==> src/rtl/seq_detect_param.sv <==
// Parametrised serial pattern detector with runtime-loadable pattern, overlap/non-overlap modes and a match counter.
// Define SEQ_DETECT_CNT_SAT_EN to make the counter saturate and drive count_sat; otherwise the counter wraps.
module seq_detect_param #(
  parameter int unsigned      PAT_W       = 3,
  parameter int unsigned      CNT_W       = 10,
  parameter logic [PAT_W-1:0] DEFAULT_PAT = PAT_W'(3'b010)
) (
  input  logic             clk,
  input  logic             rst,
  input  logic             en,
  input  logic             x,
  input  logic             mode_ovl,
  input  logic             pat_load,
  input  logic [PAT_W-1:0] pat_in,
  input  logic             clr_cnt,
  output logic             y,
  output logic [CNT_W-1:0] count,
  output logic             count_sat,
  output logic [PAT_W-1:0] pat_q
);

  localparam int unsigned       FILL_W    = $clog2(PAT_W + 1);
  localparam logic [FILL_W-1:0] FILL_FULL = FILL_W'(PAT_W);

  typedef enum logic [1:0] {
    S_IDLE,
    S_FILL,
    S_ARMED
  } state_e;

  state_e             state_q, state_d;
  logic [FILL_W-1:0]  fill_q, fill_d, fill_nx;
  logic [PAT_W-1:0]   hist_q, hist_d, hist_sh;
  logic [PAT_W-1:0]   pat_d;
  logic               y_q, y_d;
  logic               match;
  logic [CNT_W-1:0]   count_q, count_d;

  // Detector: pattern load beats sampling; a non-overlap match restarts collection from scratch.
  always_comb begin
    // NOTE: every signal driven here gets a default first, so no path can leave one unassigned and infer a latch.
    state_d = state_q;
    fill_d  = fill_q;
    hist_d  = hist_q;
    pat_d   = pat_q;
    y_d     = 1'b0;
    match   = 1'b0;
    hist_sh = {hist_q[PAT_W-2:0], x};
    fill_nx = (state_q == S_ARMED) ? FILL_FULL : fill_q + FILL_W'(1);

    if (pat_load) begin
      pat_d  = pat_in;
      hist_d = '0;
      fill_d = '0;
    end else if (en) begin
      match = (fill_nx == FILL_FULL) && (hist_sh == pat_q);
      y_d   = match;
      if (match && !mode_ovl) begin
        hist_d = '0;
        fill_d = '0;
      end else begin
        hist_d = hist_sh;
        fill_d = fill_nx;
      end
    end

    if (fill_d == '0) begin
      state_d = S_IDLE;
    end else if (fill_d == FILL_FULL) begin
      state_d = S_ARMED;
    end else begin
      state_d = S_FILL;
    end
  end

  always_ff @(posedge clk) begin
    // NOTE: sequential state uses non-blocking assignments so every flop samples pre-edge values.
    if (!rst) begin
      state_q <= S_IDLE;
      fill_q  <= '0;
      hist_q  <= '0;
      pat_q   <= DEFAULT_PAT;
      y_q     <= 1'b0;
    end else begin
      state_q <= state_d;
      fill_q  <= fill_d;
      hist_q  <= hist_d;
      pat_q   <= pat_d;
      y_q     <= y_d;
    end
  end

`ifdef SEQ_DETECT_CNT_SAT_EN
  localparam logic [CNT_W-1:0] CNT_MAX = {CNT_W{1'b1}};

  logic count_sat_q, count_sat_d;

  // Clear wins over a same-cycle match; the saturation flag is sticky until clear or reset.
  always_comb begin
    count_d     = count_q;
    count_sat_d = count_sat_q;
    if (clr_cnt) begin
      count_d     = '0;
      count_sat_d = 1'b0;
    end else if (match && (count_q != CNT_MAX)) begin
      count_d     = count_q + CNT_W'(1);
      count_sat_d = (count_d == CNT_MAX);
    end
  end

  always_ff @(posedge clk) begin
    if (!rst) begin
      count_q     <= '0;
      count_sat_q <= 1'b0;
    end else begin
      count_q     <= count_d;
      count_sat_q <= count_sat_d;
    end
  end

  assign count_sat = count_sat_q;
`else
  always_comb begin
    count_d = count_q;
    if (clr_cnt) begin
      count_d = '0;
    end else if (match) begin
      count_d = count_q + CNT_W'(1);
    end
  end

  always_ff @(posedge clk) begin
    if (!rst) begin
      count_q <= '0;
    end else begin
      count_q <= count_d;
    end
  end

  assign count_sat = 1'b0;
`endif

  assign y     = y_q;
  assign count = count_q;

endmodule

==> config.mk <==
export PLATFORM = sky130hd
export DESIGN_NAME = seq_detect_param
export DESIGN_NICKNAME = d
export VERILOG_FILES = /design/src/rtl/seq_detect_param.sv
export SDC_FILE = /design/constraint.sdc
export NUM_CORES = 1
export LEC_CHECK = 0
export ABC_CLOCK_PERIOD_IN_PS = 1850
export BUFFER_PORTS_ARGS = -buffer_cell sky130_fd_sc_hd__buf_4
export CAP_MARGIN = 20
export CORE_MARGIN = 5
export CORE_UTILIZATION = 51
export DETAILED_ROUTE_END_ITERATION = 6
export GPL_ROUTABILITY_DRIVEN = 1
export PLACE_DENSITY_LB_ADDON = 0.12
export RECOVER_POWER = 50
export SLEW_MARGIN = 20
export SYNTH_ARGS = -nofsm -noshare
export SYNTH_HDL_FRONTEND = slang
export SYNTH_SLANG_ARGS = --single-unit
==> constraint.sdc <==
create_clock -name clk -period 1.85 [get_ports clk]
set_input_delay 0.37 -clock clk [delete_from_list [all_inputs] [get_ports clk]]
set_output_delay 0.37 -clock clk [all_outputs]
set_load 0.03 [all_outputs]
==> reports/results.ini <==
[setup_path]
cp_top_family=simple AND/OR/NAND/NOR gates
critPathLaunchType=flip-flop
r2r_start=pat_q[0]
path_cells=xor2_1, or3_4, or4_1, a21oi_1
arrival_ps=1930
crit_type=reg -> reg
crit_fanout=14
critPathBufInv=0
reg2reg_slack_ps=160
worstSetupEndpointType=flip-flop
crit_slowest_cell=or4_1
critPathRequiredTime_ps=2090
cp_slowest_stage_delay_ps=480
cp-startpoint=pat_q[0]

[layout]
n_antenna_cell=0
stdcell_area_sq_um=1200
final_layout_size_suffix_gt1_frac=0.141
syn2layout_area_growth_pct=20.0
nets=154

[synth]
yosysSeqAreaShare=0.400
postSynthAreaPerCell_sq_um=8.48
syn_inst=118
synth.area.top_cells=dfxtp_1 (40%), a21oi_1 (7.0%), o31ai_1 (5.3%)
ys_warn_count=0
syn-cell-area_sq_um=1000
ys_ff_latch=20
synth_top_area_share=0.400
synth_cell_type_count=34
synth_nets=129
synth_top_cell_by_area=dfxtp_1

[floorplanning]
dieArea_sq_um=2950
coreArea_sq_um=1920
num_rows=16
pin_count=25
die_x_microns=54.3
die_h_microns=54.3
initial_core_util=0.521

[sta]
setup_violations=0
finalSetupTns_ps=0
finalCriticalPeriod_ps=1690
rsz0062_at_grt=false
fin_ws_ps=159
fin_crit_sh=0.914
clock_skew_ps=1.43
fmax_mhz=591
finalMaxSlewViolations=0
hold_viol_final=0

[cts]
htree_levels=1
postCtsSetupBuffers=0
clock_path_buffers=2
ctsResizeCount=0
cts_hold_buf=0
cts_tree=built
cts.sinks=20
clockRootBuffer=clkbuf_4
clk_latency_ps=300
clk_pin_slew_ps=110
numCtsBuffers=3

[global_route]
antenna_found_initial=0
grt_max_degree=21
grt_use_total=0.166
grt_pass1_vias=910
grt_pass1_wl_microns=3540
grt_overflow=0

[detailed_routing]
final_antenna_net_count=0
wl_per_cell_microns=12.4
vias=938
drc=0
via_per_inst=5.55
drtPass1Iterations=4
drt_iter0_markers=9
wirelength_microns=2090

[place]
dp_worst_setup_slack_ps=39.7
place_hpwl_microns=1580
gp_congestion=0.858
portBuffers=23
placed_area_sq_um=1210

[pwr]
swShare=0.239
p_sw_uw=187
internal-power_uw=594
p_leak_uw=0.000431
pwr-share-clk=0.323
pwr-share-comb=0.108
power.share.sequential=0.569
p_per_area_nw_per_um2=650
irDropWorstVdd_mv=0.438

[job]
drv_cap=0

[min_path]
worstHoldStart=rst
hp-class=in -> reg

[outcome]
status=completed

[final cells by class]
cell class	count	area (sq um)
Tap cell	27	33.8
Fill cell	197	721
Clock buffer	4	36.3
Sequential cell	20	400
Multi-Input combinational cell	88	549
Timing Repair Buffer	27	170
Inverter	3	11.3
[layout by cell type (no fill, tap or decap), types with 5 or more instances in the layout]
cell      synthesis  final
dfxtp_1          20     20
a21oi_1          14     14
buf_4             1     14
clkbuf_1          2     12
nand2_1           8      8
o31ai_1           7      7
or4_1             7      7
nand3_1           6      6
o21ai_0           6      6
nor2_1            5      5
[per-stage QoR]
step | total power (uW) | util | std cells | hold WS (ps)
floorplan | 511 | - | 118 | 432
global placement | 540 | 0.630 | 165 | 462
detailed placement | 541 | 0.630 | 165 | 480
CTS | 794 | 0.648 | 169 | 238
global route | 816 | 0.625 | 169 | 241
finish | 781 | 0.625 | 169 | 249
[power groups by stage]
stage	Clock, uW	Sequential (uW)	Combinational, uW
4_1_cts	263	445	86.7
2_1_floorplan	0	462	48.8
3_5_place_dp	0	454	86.3
5_1_grt	278	446	92.7
6_report	252	444	84.4
3_3_place_gp	0	454	85.5
[cells in the mapped netlist, drive strengths merged]
library cell  instances
xor2                  3
o31ai                 7
a21oi                14
o311ai                2
inv                   3
o211a                 1
and4b                 1
xnor2                 3
nor2b                 1
nor3                  4
o21ai                 7
buf                   5
nand2                 8
a211oi                1
clkbuf                2
or3                   5
nand3                 6
or2                   1
ha                    1
conb                  1
nor2                  5
o211ai                1
nand4                 1
mux2i                 3
dfxtp                20
and2b                 1
or4                   7
a21o                  1
nand2b                3
[metal layers]
layer / vias to the layer above / wire length, microns / track usage
met3: 7 / 122 / 0.0272
met2: 33 / 929 / 0.275
met1: 418 / 968 / 0.195
li1: 480 / - / -
met5: - / 0 / 0
met4: 0 / 68 / 0.112
[final timing paths]
check                            endpoint  cells past startpoint
worst min-delay path             pat_q[1]                      2
worst max-delay path             count[7]                      4
worst max register to register   count[7]                      4
worst min register to register  hist_q[1]                      2
[sequential cells by signal, summed over array words and instances (netlist names)]
name	flops
count	10
fill_q	2
hist_q	2
pat_q	3
state_q	2
y	1
[cells by family (layout without fill, tap and decap cells)]
group,after synthesis,count (layout),share of synthesized area
AND/OR/NAND/NOR,43,43,0.243
adder cells (fa/ha/maj),1,1,0.0125
flip-flops,20,20,0.400
multiplexers,3,3,0.0300
other,1,1,0.00375
XOR/XNOR,6,6,0.0525
AO/OA/AOI/OAI,34,34,0.208
buffers and inverters,10,34,0.0513
(Power assumes the default switching activity.)
